<file path="src/rtl/fpu_exc_handler_pkg.sv">
// Shared definitions for the 8-bit FPU exception response stage:
// opcodes, special encodings, field positions and cause bit indices.
package fpu_exc_handler_pkg;

  localparam logic [1:0] _ADDITION       = 2'b00;
  localparam logic [1:0] _SUBTRACTION    = 2'b01;
  localparam logic [1:0] _MULTIPLICATION = 2'b10;
  localparam logic [1:0] _NO_OPERATION   = 2'b11;

  localparam logic [7:0] _PLUS_INF  = 8'h78;
  localparam logic [7:0] _MINUS_INF = 8'hF8;
  localparam logic [7:0] _CANON_NAN = 8'h7F;

  localparam int EXP_MSB  = 6;
  localparam int EXP_LSB  = 3;
  localparam int MANT_MSB = 2;
  localparam int MANT_LSB = 0;

  localparam int NUM_CAUSES       = 3;
  localparam int CAUSE_NAN        = 0;
  localparam int CAUSE_INF_CANCEL = 1;
  localparam int CAUSE_ZERO_INF   = 2;

  typedef struct packed {
    logic is_nan;
    logic is_inf;
    logic is_zero;
  } fp_class_t;

  // Classification ignores the sign, so callers pass only exponent and mantissa.
  function automatic fp_class_t classify(input logic [EXP_MSB:MANT_LSB] mag);
    fp_class_t                    cls;
    logic [EXP_MSB-EXP_LSB:0]     exp_f;
    logic [MANT_MSB-MANT_LSB:0]   mant_f;
    exp_f       = mag[EXP_MSB:EXP_LSB];
    mant_f      = mag[MANT_MSB:MANT_LSB];
    cls.is_nan  = (&exp_f) && (|mant_f);
    cls.is_inf  = (&exp_f) && !(|mant_f);
    cls.is_zero = !(|exp_f) && !(|mant_f);
    return cls;
  endfunction

endpackage

</file>
<file path="src/rtl/fpu_exc_cause.sv">
// Combinational operand classification producing the per-cause exception vector.
module fpu_exc_cause
  import fpu_exc_handler_pkg::*;
(
  input  logic [1:0]            fp_operation,
  input  logic [7:0]            op_a,
  input  logic [7:0]            op_b,
  output logic [NUM_CAUSES-1:0] causes
);

  fp_class_t cls_a;
  fp_class_t cls_b;

  assign cls_a = classify(op_a[EXP_MSB:MANT_LSB]);
  assign cls_b = classify(op_b[EXP_MSB:MANT_LSB]);

  // Infinity cancellation is decided on full encodings so the signs come along for free.
  always_comb begin
    causes = '0;
    case (fp_operation)
      _ADDITION:
        causes[CAUSE_INF_CANCEL] = (op_a == _PLUS_INF  && op_b == _MINUS_INF) ||
                                   (op_a == _MINUS_INF && op_b == _PLUS_INF);
      _SUBTRACTION:
        causes[CAUSE_INF_CANCEL] = (op_a == op_b) &&
                                   (op_a == _PLUS_INF || op_a == _MINUS_INF);
      _MULTIPLICATION:
        causes[CAUSE_ZERO_INF]   = (cls_a.is_zero && cls_b.is_inf) ||
                                   (cls_a.is_inf  && cls_b.is_zero);
      default: ;
    endcase
    if (fp_operation != _NO_OPERATION)
      causes[CAUSE_NAN] = cls_a.is_nan || cls_b.is_nan;
  end

endmodule

</file>
<file path="src/rtl/fpu_exc_handler.sv">
// One-entry registered response stage after the FPU core: result override on
// exception, sticky cause flags, saturating exception counter and maskable IRQ.
module fpu_exc_handler
  import fpu_exc_handler_pkg::*;
#(
  parameter int unsigned CNT_W       = 8,
  parameter logic [7:0]  CANON_NAN   = _CANON_NAN,
  parameter bit          OVERRIDE_EN = 1'b1
) (
  input  logic                  CLK,
  input  logic                  RST,
  input  logic                  IN_VALID,
  output logic                  IN_READY,
  input  logic [1:0]            FP_OPERATION,
  input  logic [7:0]            OP_A,
  input  logic [7:0]            OP_B,
  input  logic [7:0]            RESULT,
  output logic                  OUT_VALID,
  input  logic                  OUT_READY,
  output logic [7:0]            OUT_RESULT,
  output logic                  OUT_EXC,
  output logic [NUM_CAUSES-1:0] FLAGS,
  output logic [CNT_W-1:0]      EXC_COUNT,
  input  logic [NUM_CAUSES-1:0] IRQ_MASK,
  output logic                  IRQ,
  input  logic                  FLAG_CLR
);

  logic [NUM_CAUSES-1:0] causes;
  logic                  exc;
  logic                  xfer;
  logic [NUM_CAUSES-1:0] flags_base;
  logic [NUM_CAUSES-1:0] flags_next;
  logic [CNT_W-1:0]      count_base;
  logic [CNT_W-1:0]      count_next;

  fpu_exc_cause u_cause (
    .fp_operation (FP_OPERATION),
    .op_a         (OP_A),
    .op_b         (OP_B),
    .causes       (causes)
  );

  assign exc      = |causes;
  // Ready depends only on the output register and the consumer, never on IN_VALID.
  assign IN_READY = !OUT_VALID || OUT_READY;
  assign xfer     = IN_VALID && IN_READY;
  assign IRQ      = |(FLAGS & IRQ_MASK);

  always_ff @(posedge CLK) begin
    if (RST) begin
      OUT_VALID  <= 1'b0;
      OUT_RESULT <= 8'h00;
      OUT_EXC    <= 1'b0;
    end else if (xfer) begin
      OUT_VALID  <= 1'b1;
      OUT_EXC    <= exc;
      OUT_RESULT <= (exc && OVERRIDE_EN) ? CANON_NAN : RESULT;
    end else if (OUT_READY) begin
      OUT_VALID  <= 1'b0;
    end
  end

  // Clear is applied first so a coincident excepting transfer sets on top of it.
  always_comb begin
    flags_base = FLAG_CLR ? '0 : FLAGS;
    count_base = FLAG_CLR ? '0 : EXC_COUNT;
    flags_next = flags_base;
    count_next = count_base;
    if (xfer) begin
      flags_next = flags_base | causes;
      if (exc && !(&count_base))
        count_next = count_base + CNT_W'(1);
    end
  end

  always_ff @(posedge CLK) begin
    if (RST) begin
      FLAGS     <= '0;
      EXC_COUNT <= '0;
    end else begin
      FLAGS     <= flags_next;
      EXC_COUNT <= count_next;
    end
  end

endmodule
</file>
<file path="config.mk">
export PLATFORM = sky130hd
export DESIGN_NAME = fpu_exc_handler
export DESIGN_NICKNAME = d
export VERILOG_FILES = /design/src/rtl/fpu_exc_handler_pkg.sv /design/src/rtl/fpu_exc_cause.sv /design/src/rtl/fpu_exc_handler.sv
export SDC_FILE = /design/constraint.sdc
export NUM_CORES = 1
export LEC_CHECK = 0
export CAP_MARGIN = 20
export CORE_MARGIN = 1
export CORE_UTILIZATION = 33
export DETAILED_ROUTE_END_ITERATION = 6
export GPL_TIMING_DRIVEN = 0
export PLACE_DENSITY = 0.67
export SYNTH_ARGS = -nofsm -noshare
export SYNTH_HDL_FRONTEND = slang
export SYNTH_SLANG_ARGS = --single-unit
</file>
<file path="constraint.sdc">
create_clock -name CLK -period 4.4 [get_ports CLK]
set_input_delay 0.88 -clock CLK [delete_from_list [all_inputs] [get_ports CLK]]
set_output_delay 0.88 -clock CLK [all_outputs]
set_load 0.03 [all_outputs]
</file>
## Word-level counts from Yosys, hierarchy flattened

Index checks and enable logic that the tools add are counted.

| word-level totals | value |
|---|---|
| register bits after elaboration | 21 |
| logic and storage cells | 62 |
| output and inout bits | 23 |
| bits of input ports | 34 |

| operators by class | value |
|---|---|
| bitwise gates (word level) | 2 |
| muxes and demuxes | 11 |
| reductions and logical operators | 35 |
| add/sub/neg operators | 1 |
| equal/unequal tests | 8 |

Operators with widths:

| operator | number |
|---|---|
| 8-bit two-way mux | 4 |
| 8-bit by 7-bit equality test with 1-bit output (second input constant) | 2 |
| 8-bit equality test (second input constant) | 2 |
| 1-bit logical AND | 13 |
| 3-bit OR reduction | 4 |
| 8-bit by 1-bit adder with 8-bit output (second input constant) | 1 |
| 8-bit equality test | 1 |
| 4-bit AND reduction | 2 |
| 8-bit AND reduction | 1 |
| 4-bit OR reduction | 2 |
| 1-bit zero test | 6 |
| 3-bit two-way mux | 2 |
| 1-bit logical OR | 5 |
| 1-bit two-way mux | 4 |
| 3-bit bitwise AND | 1 |
| 3-bit bitwise OR | 1 |
| 2-bit by 1-bit equality test with 1-bit output (second input constant) | 1 |
| 2-bit equality test (second input constant) | 1 |
| 2-bit zero test | 1 |
| 2-bit inequality test (second input constant) | 1 |
| 1-bit one-hot mux with 2 select lines | 1 |
| 2-bit nonzero test | 1 |

## Depth between registers and ports, before layout

Gate-level depths: netlist of the first run.

| depth | value |
|---|---|
| depth after elaboration | 10 |
| mapped depth | 8 |
| gate-level depth less buffers | 8 |

## By module

From an unflattened synthesis of the first run, not the netlist that was laid out.

| unflattened totals | value |
|---|---|
| cell total of the unflattened synthesis | 120 |
| area total of the unflattened synthesis | 1057.3 sq um |

Modules (own cells, without submodules):

| module | area an instance (sq um) | times used | cells an instance |
|---|---|---|---|
| fpu_exc_handler | 855.8 | 1 | 92 |
| fpu_exc_cause | 201.4 | 1 | 28 |

## Least setup slack after synthesis of the first run

No wires, ideal clock.

| timing path | value |
|---|---|
| path type | input-to-reg |
| start point | input port OP_A[0] |
| end point | register EXC_COUNT[3] |
| data arrival time | 2.378 ns |
| stages on the path | 7 |
| slack | 1.899 ns |
| cells stage by stage | nor3_2 -> or3b_1 -> nor4_1 -> nor2_1 -> buf_6 -> a21oi_2 -> mux2_1 |

| between the ends | value |
|---|---|
| cells in the longest elaborated chain, start to end | 10 |

RTL lines:

| element | line | text |
|---|---|---|
| start, declared | fpu_exc_handler.sv:15 | `input logic [7:0] OP_A,` |
| branches (longest 6 deep; another with 8-bit by 7-bit equality test with 1-bit output) | - |  |
| 3-bit OR reduction (*) | fpu_exc_handler.sv:44 | `assign exc = \|causes;` |
| 1-bit logical AND (*) | fpu_exc_handler.sv:72 | `if (exc && !(&count_base))` |
| 8-bit two-way mux (*) | fpu_exc_handler.sv:72 |  |
| 8-bit two-way mux (*) | fpu_exc_handler.sv:70 | `if (xfer) begin` |
| end signal, assigned | fpu_exc_handler.sv:83 | `EXC_COUNT <= count_next;` |
| end, declared | fpu_exc_handler.sv:23 | `output logic [CNT_W-1:0] EXC_COUNT,` |

Every way passes the cells marked *.
A chain may end at the register's enable or synchronous reset.

## Final worst setup path of the first run

| timing path | value |
|---|---|
| start point | input port IRQ_MASK[0] |
| end point | output port IRQ |

| between the ends | value |
|---|---|
| cells in the longest elaborated chain, start to end | 2 |

RTL lines:

| element | line | text |
|---|---|---|
| start, declared | fpu_exc_handler.sv:24 | `input logic [NUM_CAUSES-1:0] IRQ_MASK,` |
| 3-bit bitwise AND | fpu_exc_handler.sv:48 | `assign IRQ = \|(FLAGS & IRQ_MASK);` |
| 3-bit OR reduction | fpu_exc_handler.sv:48 |  |
| end, declared | fpu_exc_handler.sv:25 | `output logic IRQ,` |

No other way between the ends.

==> results of run 1 <==
==> flip-flops by register name (all words and copies together) (netlist names) <==
register,cells
FLAGS,3
OUT_EXC,1
OUT_VALID,1
EXC_COUNT,8
OUT_RESULT,8
==> logic make-up after synthesis <==
kind of cell | Yosys count | share of synthesized area, %
compound gates | 30 | 20.17
xor+xnor | 8 | 5.977
fa+ha+maj | 1 | 1.067
buf+inv | 10 | 3.841
flops | 21 | 35.86
mux | 7 | 6.190
simple gates | 59 | 26.89
==> metal layers <==
metal / vias up / part of all wire (%)
li1: 628 / -
met1: 595 / 43
met2: 39 / 48
met3: 5 / 7.6
met4: 0 / 1.2
met5: - / 0
==> worst paths after layout <==
| check | slack (ns) | cells after the start | to | from |
|---|---|---|---|---|
| setup / recovery | 1.26 | 4 | IRQ | IRQ_MASK[0] |
| hold reg to reg | 0.48 | 2 | OUT_RESULT[7]$_SDFFE_PP0P_ | OUT_RESULT[7]$_SDFFE_PP0P_ |
| hold / removal | 0.48 | 2 | OUT_RESULT[7]$_SDFFE_PP0P_ | OUT_RESULT[7]$_SDFFE_PP0P_ |
| setup reg to reg | 2.39 | 8 | EXC_COUNT[0]$_SDFF_PP0_ | EXC_COUNT[0]$_SDFF_PP0_ |
==> area by class of cell <==
type,instances,share of cell area (%)
multi-input cells,105,38.91
inverters,5,1.033
repair buffers,56,30.85
well taps,46,3.168
flip-flops and latches,21,23.14
plain buffers,5,1.446
clock buffers,4,1.446
==> metrics by stage <==
step / setup slack (ns) / util (%) / hold WS [ns] / instance area, µm² / power, mW
after global placement: 1.272 / 53.24 / 0.4468 / 1790 / 0.3088
after floorplan: 1.899 / - / 0.5767 / 1172 / 0.2530
after detailed placement: 1.242 / 53.24 / 0.4521 / 1790 / 0.3115
after global routing: 1.216 / 54.02 / 0.4896 / 1817 / 0.4185
final: 1.256 / 54.02 / 0.4797 / 1817 / 0.4026
after CTS: 1.241 / 54.02 / 0.4702 / 1817 / 0.4028
==> cell usage in the layout (no fill, tap or decap), types with 4 or more instances in the layout <==
master,synthesis,routed
o221a_2,7,7
mux2i_1,5,5
nand4_1,4,4
nor2_1,11,11
dfxtp_1,21,21
a21oi_1,12,12
and3_1,4,4
nand2_1,10,10
xnor2_1,8,8
nand3_1,11,11
clkdlybuf4s50_1,0,56
clkbuf_1,4,5
inv_1,4,4
==> tightest hold or removal path, cell delays in order (launching register included) <==
cell and delay, ns:
dfxtp_1 0.34, nand2_1 0.06, a21oi_1 0.05
==> power by group <==
| group | switching (mW) | internal [mW] | total (mW) |
|---|---|---|---|
| Clock | 0.0599 | 0.0355 | 0.0954 |
| Sequential | 0.00394 | 0.197 | 0.201 |
| Combinational | 0.0498 | 0.0560 | 0.106 |
| Total | 0.114 | 0.289 | 0.403 |
==> metrics.cfg, run 1 <==
[outcome]
status=complete, no violations

[synth]
synthArstFlopShare_pct=0
syn_avg_cell_area_um2=8.620
ys_warn_count=0
syn_nets=171
ys_seq_area_share_pct=35.86
ys_ff_latch=21
synth_top_area_share_pct=35.86
synth-edff-count=0
syn-cell-area_um2=1172
synth-main-ff-cell=dfxtp_1
synth_common_cells=dfxtp_1, a21oi_1, nand3_1, nor2_1, nand2_1
synth_area_leaders=dfxtp_1, o221a_2, xnor2_1, a21oi_1, nand3_1
ys_types=37
synth.most_common_cell=dfxtp_1
syn_inst=136
yosysTopAreaCell=dfxtp_1

[place]
io_buffer_count=56
dp.cells=238
hpwlAfterDp_mm=2.608
gp_congestion=0.8364

[sta]
fin_tns_setup_ns=0
finalHoldViolCount=0
maxSlewViolCount=0
fin_crit_sh_pct=71.46
setup_violations=0
layout_min_cycle_time_ns=3.144
fmax_mhz=318.0
finClkSkew_ns=0.003403
max_slew_margin_pct=67.94
worst_pin_slew_ns=0.4808
rsz0062_at_grt=no

[worst_setup_path]
crit_buf_inv=3
crit_required_ns=3.52
critical_path_class=input pin to output pin
slowest_stage=clkdlybuf4s50_1
critPathMaxStageDelay_ns=0.60
worst_setup_path_end_kind=output pin
crit_chain=clkdlybuf4s50_1, a222oi_1, inv_1, clkdlybuf4s50_1
crit_path_start_kind=input pin
cp_top_family=buffers and inverters
cp_common_cell=clkdlybuf4s50_1
crit_arrival_ns=2.26
worstPathMaxFanout=1

[clock_tree]
cts_resized=0
cts_inserted_buffers=3
hold_buffers=0
postCtsSetupBuffers=0
cts-htree-levels=1
clk_latency_ns=0.31
cts_tree=yes
cts.clk_slew.worst_paths_ns=0.12
cts-root-buf=clkbuf_4
clock-sinks=21
cts_buffer_depth=2

[power]
power_leakage_nw=0.6650
power-per-cell-area_nw_per_um2=221.6
vdd_drop_max_mv=0.1332

[hold_path]
hp-class=flip-flop to flip-flop

[global_routing]
grt_use_met1_pct=23.75
met2_usage_pct=32.72
overflow=0
grt_pass1_vias=1231
track_usage_pct=18.95
busiest_layer=met2
grt_use_met3_pct=2.731
grt_pass1_wl_mm=5.395
grt_antenna_before_repair=0
grt_max_degree=12

[final_layout]
final-instance-count-excl-fill=242
diodes=0
fin_nets=232
seqCellArea_um2=420.4
multi_input_area_um2=706.9
drive_above_1_share_pct=8.163
area_delta_synth_final_pct=54.96
nFillCells=335

[routing]
drc=0
routed_wl_mm=3.411
ant_nets=0
vias=1267
wl_per_cell_um=14.10
drtIter0Drc=87
first_pass_iters=6
vias_per_cell=5.236

[floorplan]
coreArea_um2=3363
die_w_um=61.61
fp.dieH_um=61.61
rows=21
io_pins=57
start_util_pct=34.86
die_area_um2=3795

[job]
max_cap_violations=0

No activity file was read; power rests on OpenSTA's default activity.
==> run 2: changes to the inputs <==
==> constraint.sdc (replaced) <==
create_clock -name CLK -period 3.15 [get_ports CLK]
set_input_delay 0.63 -clock CLK [delete_from_list [all_inputs] [get_ports CLK]]
set_output_delay 0.63 -clock CLK [all_outputs]
set_load 0.03 [all_outputs]
==> results of run 2 <==
Same layout as run 1 (identical final DEF). Status: complete, no violations.
Main changes from that run: setup slack after placement 1.242 ns -> 0.2419 ns; setup slack after layout 1.256 ns -> 0.5058 ns; register-to-register setup slack 2.39 ns -> 1.14 ns; total power 0.4026 mW -> 0.5623 mW; worst IR drop on VDD 0.1332 mV -> 0.1861 mV
==> run 3: changes to the inputs <==
==> constraint.sdc (replaced) <==
create_clock -name CLK -period 2.7 [get_ports CLK]
set_input_delay 0.54 -clock CLK [delete_from_list [all_inputs] [get_ports CLK]]
set_output_delay 0.54 -clock CLK [all_outputs]
set_load 0.03 [all_outputs]
==> metrics.cfg, run 3 (synthesis gave the netlist of run 1 again) <==
[outcome]
status=complete, no violations

[routing]
routed_wl_mm=3.405
vias_per_cell=5.339
drc=0
drtIter0Drc=82
ant_nets=0
vias=1292
first_pass_iters=6
wl_per_cell_um=14.07

[sta]
rsz0062_at_grt=no
fin_crit_sh_pct=94.48
fmax_mhz=392.0
max_slew_margin_pct=67.76
whs_ns=0.4747
setup_violations=0
layout_min_cycle_time_ns=2.551
finClkSkew_ns=0.002397
maxSlewViolCount=0
worst_pin_slew_ns=0.4836
finalHoldViolCount=0

[floorplan]
rows=21
io_pins=57
coreArea_um2=3363
fp.dieH_um=61.61
die_area_um2=3795
die_w_um=61.61
start_util_pct=34.86

[final_layout]
diodes=0
top_regs=EXC_COUNT x8, OUT_RESULT x8, FLAGS x3
layout_common_cells=clkdlybuf4s50_1, dfxtp_1, a21oi_1
area_delta_synth_final_pct=55.18
postLayoutCoreUtil_pct=54.09
final_common_cell=clkdlybuf4s50_1
fin_nets=232
drive_above_1_share_pct=8.673

[worst_setup_path]
crit_end=EXC_COUNT[0]$_SDFF_PP0_
slowest_stage=clkdlybuf4s50_1
crit_chain=clkdlybuf4s50_1, nand4_1, or3b_1, nor4_1, nor2_1, a21oi_1, mux2_1
r2r_end=EXC_COUNT[0]$_SDFF_PP0_
critPathMaxStageDelay_ns=0.52
crit_required_ns=2.90
crit_path_start=OP_A[6]
r2r_slack_ns=0.74
regToRegStartpoint=EXC_COUNT[1]$_SDFF_PP0_
rr_worst_depth=8
worst_setup_path_end_kind=flip-flop
critical_path_class=input pin to flip-flop
crit_arrival_ns=2.76
crit_path_start_kind=input pin
worstPathMaxFanout=3

[power]
vdd_drop_max_mv=0.2168
power-per-cell-area_nw_per_um2=359.3
power_leakage_nw=0.6649

[clock_tree]
cts-root-buf=clkbuf_4
cts_tree=yes
hold_buffers=0
cts_buffer_depth=2
cts-htree-levels=1
clk_latency_ns=0.31
clock-sinks=21
cts_inserted_buffers=3
cts.clk_slew.worst_paths_ns=0.11

[global_routing]
grt_pass1_vias=1231
grt_antenna_before_repair=0
grt_pass1_wl_mm=5.395
grt_max_degree=12
overflow=0
track_usage_pct=18.95

[place]
io_buffer_count=56
hpwlAfterDp_mm=2.608
gp_congestion=0.8364

[job]
max_cap_violations=0

[hold_path]
hp-class=flip-flop to flip-flop

[run 3: routing by layer]
metal  GRT usage, %  part of all wire [%]  vias up
li1               -                     -      630
met1          23.75                    43      604
met2          32.72                    48       51
met3          2.731                   8.0        7
met4          7.302                   1.4        0
met5              0                     0        -
[run 3: how the worst min path moves through the flow]
stage | startpoint | end | slack (ns) | cells past startpoint
floorplan | OUT_RESULT[7]$_SDFFE_PP0P_ | OUT_RESULT[7]$_SDFFE_PP0P_ | 0.58 | 2
global placement | OUT_RESULT[7]$_SDFFE_PP0P_ | OUT_RESULT[7]$_SDFFE_PP0P_ | 0.45 | 2
detailed placement | OUT_RESULT[7]$_SDFFE_PP0P_ | OUT_RESULT[7]$_SDFFE_PP0P_ | 0.45 | 2
CTS | OUT_RESULT[7]$_SDFFE_PP0P_ | OUT_RESULT[7]$_SDFFE_PP0P_ | 0.47 | 2
global route | OUT_RESULT[7]$_SDFFE_PP0P_ | OUT_RESULT[7]$_SDFFE_PP0P_ | 0.49 | 2
finish | OUT_RESULT[7]$_SDFFE_PP0P_ | OUT_RESULT[7]$_SDFFE_PP0P_ | 0.47 | 2
[run 3: worst max-delay path, delay by kind of cell]
family	cells	cell delay [ns]
mux	1	0.36
buf+inv	1	0.52
compound gates	1	0.31
simple gates	4	1.02
[run 3: layout make-up]
class,count,area [µm²]
fill,335,1544
multi-input combinational,105,709.4
timing repair buffer,56,560.5
sequential,21,420.4
tap,46,57.56
clock buffer,4,26.28
buffer,5,26.28
inverter,5,18.77
[run 3: per-stage QoR]
stage / power, mW / instance area, µm² / TNS, ns / setup slack [ns] / cells
detailed placement: 0.5076 / 1790 / -0.2276 / -0.1181 / 238
CTS: 0.6563 / 1817 / 0 / 0.1926 / 242
global placement: 0.5033 / 1790 / -0.1507 / -0.07786 / 238
finish: 0.6537 / 1819 / 0 / 0.1491 / 242
floorplan: 0.4123 / 1172 / 0 / 0.5392 / 136
global route: 0.6822 / 1819 / 0 / 0.06559 / 242
[run 3: report_power, final]
| group | total (mW) | internal (mW) | switching, mW | leakage, nW |
|---|---|---|---|---|
| clock | 0.153 | 0.0577 | 0.0955 | 0.0150 |
| sequential | 0.328 | 0.322 | 0.00634 | 0.172 |
| combinational | 0.172 | 0.0913 | 0.0811 | 0.478 |
[run 3: timing repair]
item / 4_1_cts / 5_1_grt
gates resized for setup: 0 / 1
setup endpoints to repair: 0 / 2
setup buffers: 0 / 0
==> RTL edit 1, RTL diff (settings of run 2) <==
Set the parameter `OVERRIDE_EN` to 1'b0 (it was 1'b1).
--- a/src/rtl/fpu_exc_handler.sv
+++ b/src/rtl/fpu_exc_handler.sv
@@ -5,7 +5,7 @@
 #(
   parameter int unsigned CNT_W       = 8,
   parameter logic [7:0]  CANON_NAN   = _CANON_NAN,
-  parameter bit          OVERRIDE_EN = 1'b1
+  parameter bit          OVERRIDE_EN = 1'b0
 ) (
   input  logic                  CLK,
   input  logic                  RST,
Formal check against the unedited RTL: not equivalent (Yosys sat finds a counterexample within 4 cycles, from zero or initial values and one cycle with RST high).
==> RTL edit 1 against run 2 <==
- synthesized area fell by 3.4%
- wire length fell by 9.8%
- sequential cell count did not move
- fmax fell by 11%
- via count fell by 0.95%
- final area fell by 2.0%
- critical path depth rose by 3
- critical endpoint is now EXC_COUNT[6]
- total power fell by 3.6%
- global-route usage fell by 2.0 points
- worst setup slack got worse by 330 ps
==> RTL edit 1: results (changes against run 2) <==
- Result of the run: complete, no violations
- First-pass GRT wire length: 4.72 mm (-13%)
- Seq/Total Area, Yosys: 37.1% (+1.3 points)
- Commonest cells post-synth: 24 x nand2_1, 21 x dfxtp_1, 17 x a21oi_1
- R2R depth: 6 (-2)
- Syn_nets: 177 (+3.5%)
- Actual slew at the worst max-slew pin: 596 ps (+115 ps)
- Cell variety after synth: 40 (+8.1%)
- GRT met1 Usage: 18.4% (-5.3 points)
- Worst EP arrival: 3180 ps (+1170 ps)
- Synth area leaders: dfxtp_1 37%, nand2_1 8.0%, a21oi_1 7.5%
- Peak supply drop: 0.0964 mV (-48%)
- DRT Pass-1 Iters: 4 (-2)
- Grt met2 use: 32.8% (+0.091 points)
- Fill cells: 334 (-0.30%)
- Fin nets: 238 (+2.6%)
- Leakage Power: 0.617 nW (-7.2%)
- Vias in the first global route: 1179 (-4.2%)
- HPWL Detailed: 2.52 mm (-3.3%)
- Ratio of cells with drive above 1 in the final layout: 5.45% (-2.7 points)
- Post-Route WL: 3.08 mm (-9.8%)
- Worst-path fanout max: 4 (+3)
- CP max stage delay: 580 ps (-20 ps)
- GRT Total Usage: 16.9% (-2.0 points)
- Clock Skew: 3.00 ps (-0.404 ps)
- Gp weighted congestion: 0.818 (-2.3%)
- DR vias: 1255 (-0.95%)
-- RTL edit 1: cell families (layout without fill, tap and decap cells) --
kind of cell | count (synthesis) | after routing | share of synthesized area [%]
AOI/OAI and AO/OA | 32 | 32 | 17.8
xor gates and xnor gates | 8 | 8 | 6.19
adders and majority gates | 1 | 1 | 1.10
buffers and inverters | 8 | 68 | 3.31
DFF | 21 | 21 | 37.1
muxes | 2 | 2 | 1.99
and+or+nand+nor | 70 | 70 | 32.5
-- RTL edit 1: area by class of cell --
| type | instances | share of cell area, % |
|---|---|---|
| tap | 44 | 3.09 |
| clock buffer | 4 | 1.48 |
| inverter | 3 | 0.632 |
| sequential | 21 | 23.6 |
| timing repair buffer | 56 | 31.5 |
| multi-input combinational | 113 | 38.2 |
| buffer | 5 | 1.48 |
-- RTL edit 1: through the flow --
stage	cell area, sq um	TNS (ps)	worst slack (ps)	std cells	hold WS [ps]
floorplan	1130	0	462	142	584
global placement	1750	-176	-127	242	442
detailed placement	1750	-576	-237	242	450
CTS	1770	0	97.7	246	467
global route	1780	0	69.0	246	495
finish	1780	0	174	246	462
-- RTL edit 1: per-layer routing --
metal	routed length (um)	vias up	share of wire, %
li1	-	637	-
met1	1300	570	42
met2	1570	46	51
met3	181	2	5.9
met4	27	0	0.88
met5	0	-	0
-- RTL edit 1: path summary, 6_finish.rpt --
path,end,slack [ps],start
max reg2reg,EXC_COUNT[3],1200,EXC_COUNT[0]
min reg2reg,OUT_RESULT[7],460,OUT_RESULT[7]
max,EXC_COUNT[6],170,OP_A[0]
min,OUT_RESULT[7],460,OUT_RESULT[7]
-- RTL edit 1: timing repair --
item | in CTS | in global routing
hold endpoints to repair | 0 | 0
gates resized for setup | 0 | 1
setup endpoints to repair | 0 | 1
-- RTL edit 1: power by group --
part,switching [mW],internal (mW)
Combinational,0.0634,0.0700
Sequential,0.00395,0.274
Clock,0.0820,0.0493
-- RTL edit 1: critical path, delay by kind of cell --
family                 cells  cell delay [ps]
multiplexers               1              370
buffers and inverters      1              450
AND/OR/NAND/NOR            5             1740
==> RTL edit 2, RTL diff (config.mk and constraints of run 2) <==
Made on the original files. Reset style: asynchronous (`RST`), changed in 2 clocked blocks.
--- a/src/rtl/fpu_exc_handler.sv
+++ b/src/rtl/fpu_exc_handler.sv
@@ -47,7 +47,7 @@
   assign xfer     = IN_VALID && IN_READY;
   assign IRQ      = |(FLAGS & IRQ_MASK);
 
-  always_ff @(posedge CLK) begin
+  always_ff @(posedge CLK or posedge RST) begin
     if (RST) begin
       OUT_VALID  <= 1'b0;
       OUT_RESULT <= 8'h00;
@@ -74,7 +74,7 @@
     end
   end
 
-  always_ff @(posedge CLK) begin
+  always_ff @(posedge CLK or posedge RST) begin
     if (RST) begin
       FLAGS     <= '0;
       EXC_COUNT <= '0;
Function: differs if RST is asserted again (counterexample within 4 cycles, from zero or initial values and one cycle with RST high); with RST held inactive, the same outputs for 10 cycles.
==> RTL edit 2 against run 2 <==
- synthesized area increased by 3.2%
- wire length decreased by 3.6%
- global-route usage decreased by 1.7 points
- sequential power increased by 6%
- sequential cell count unchanged
- combinational power increased by 26%
- worst setup slack got worse by 170 ps
- final area increased by 2.1%
- synthesized cell count decreased by 1.5%
- clock skew increased by 14 ps
- total power increased by 10%
- critical path type is now primary input to flop
- critical endpoint is now EXC_COUNT[1]
- highest routed layer unchanged
==> RTL edit 2: results (changes against run 2) <==
- CP top delay family: simple AND/OR/NAND/NOR gates
- R2R depth: 7 (-1)
- Ratio of cells with drive above 1 in the final layout: 4.64% (-3.5 points)
- Crit Reg-Reg Endpoint: EXC_COUNT[1]
- Critical-path top delay cell: or4_1
- Commonest cells post-synth: 23 x nand2_1, 21 x dfrtp_1, 10 x nand3_1
- Critical path origin: OP_A[0]
- Post-synth top flop: dfrtp_1
- Syn_nets: 169 (-1.2%)
- Hold_ws: 492 ps (+12.6 ps)
- Synth area leaders: dfrtp_1 43%, nand2_1 7.1%, xnor2_1 5.8%
- Clock Skew: 17.2 ps (+13.8 ps)
- Peak supply drop: 0.253 mV (+36%)
- Comb power frac: 30.1% (+3.8 points)
- Post-synthesis async set-or-reset flop share: 100% (+100 points)
- Gp weighted congestion: 0.845 (+1.1%)
- Worst Path Class, Setup: primary input to flop
- Maximum clock path buffer count: 2 (unchanged)
- Placed Instances: 236 (-0.84%)
- Routed length on met1: 1.43 mm (-3.8%)
- R2r setup slk: 770 ps (-370 ps)
- GRT Total Usage: 17.3% (-1.7 points)
- Clock Power Share: 21.6% (-2.1 points)
- Vias in the first global route: 1223 (-0.65%)
- DP Area: 0.00183 sq mm (+2.1%)
- Worst EP arrival: 3010 ps (+1000 ps)
- HP Start: OUT_EXC
- Result of the run: complete, no violations
- Seq/Total Area, Yosys: 43.4% (+7.6 points)
- Actual slew at the worst max-slew pin: 859 ps (+378 ps)
- First-pass GRT wire length: 5.48 mm (+1.5%)
- # diodes: 0 (unchanged)
- Grt met2 use: 30.6% (-2.1 points)
- Cell variety after synth: 36 (-2.7%)
- Fin nets: 230 (-0.86%)
- DR iter-0 viols: 53 (-39%)
- Syn_area_per_cell: 9.03 sq um (+4.7%)
- Post-Route WL: 3.29 mm (-3.6%)
- Reg-to-Reg Start: OUT_VALID
- WL/cell: 13.7 um (-2.8%)
- Met2 WL: 1.68 mm (+3.1%)
- Int Pwr: 427 uW (+5.9%)
- GRT met1 Usage: 21.1% (-2.6 points)
- Pre-CTS setup slack: 29.3 ps (-213 ps)
- DRT Pass-1 Iters: 4 (-2)
- Met3 wire len: 172 um (-34%)
- HPWL Detailed: 2.61 mm (about the same)
- Met3 usage: 4.56% (+1.8 points)
- Fmax: 355 MHz (-6.1%)
- P_comb: 186 uW (+26%)
- DR vias: 1243 (-1.9%)
- Leakage Power: 0.823 nW (+24%)
-- RTL edit 2: worst min path at each step --
stage                              end
after global placement         OUT_EXC
after CTS                      OUT_EXC
final                          OUT_EXC
after global routing           OUT_EXC
after floorplan           EXC_COUNT[0]
after detailed placement       OUT_EXC
-- RTL edit 2: layout make-up --
cell class | instances | area (sq um)
Multi-Input combinational cell | 104 | 651
Buffer | 2 | 7.51
Timing Repair Buffer | 56 | 561
Inverter | 7 | 26.3
Fill cell | 337 | 1560
Tap cell | 46 | 57.6
Clock buffer | 3 | 22.5
Clock inverter | 1 | 5.00
Sequential cell | 21 | 526
-- RTL edit 2: cells by family (layout without fill, tap and decap cells) --
family / count (synthesis) / in the layout / synth area share (%)
simple gates: 67 / 67 / 27.3
compound gates: 22 / 22 / 14.7
flops: 21 / 21 / 43.4
xor+xnor: 9 / 9 / 6.52
buf+inv: 9 / 69 / 2.79
mux: 5 / 5 / 4.24
fa+ha+maj: 1 / 1 / 1.03
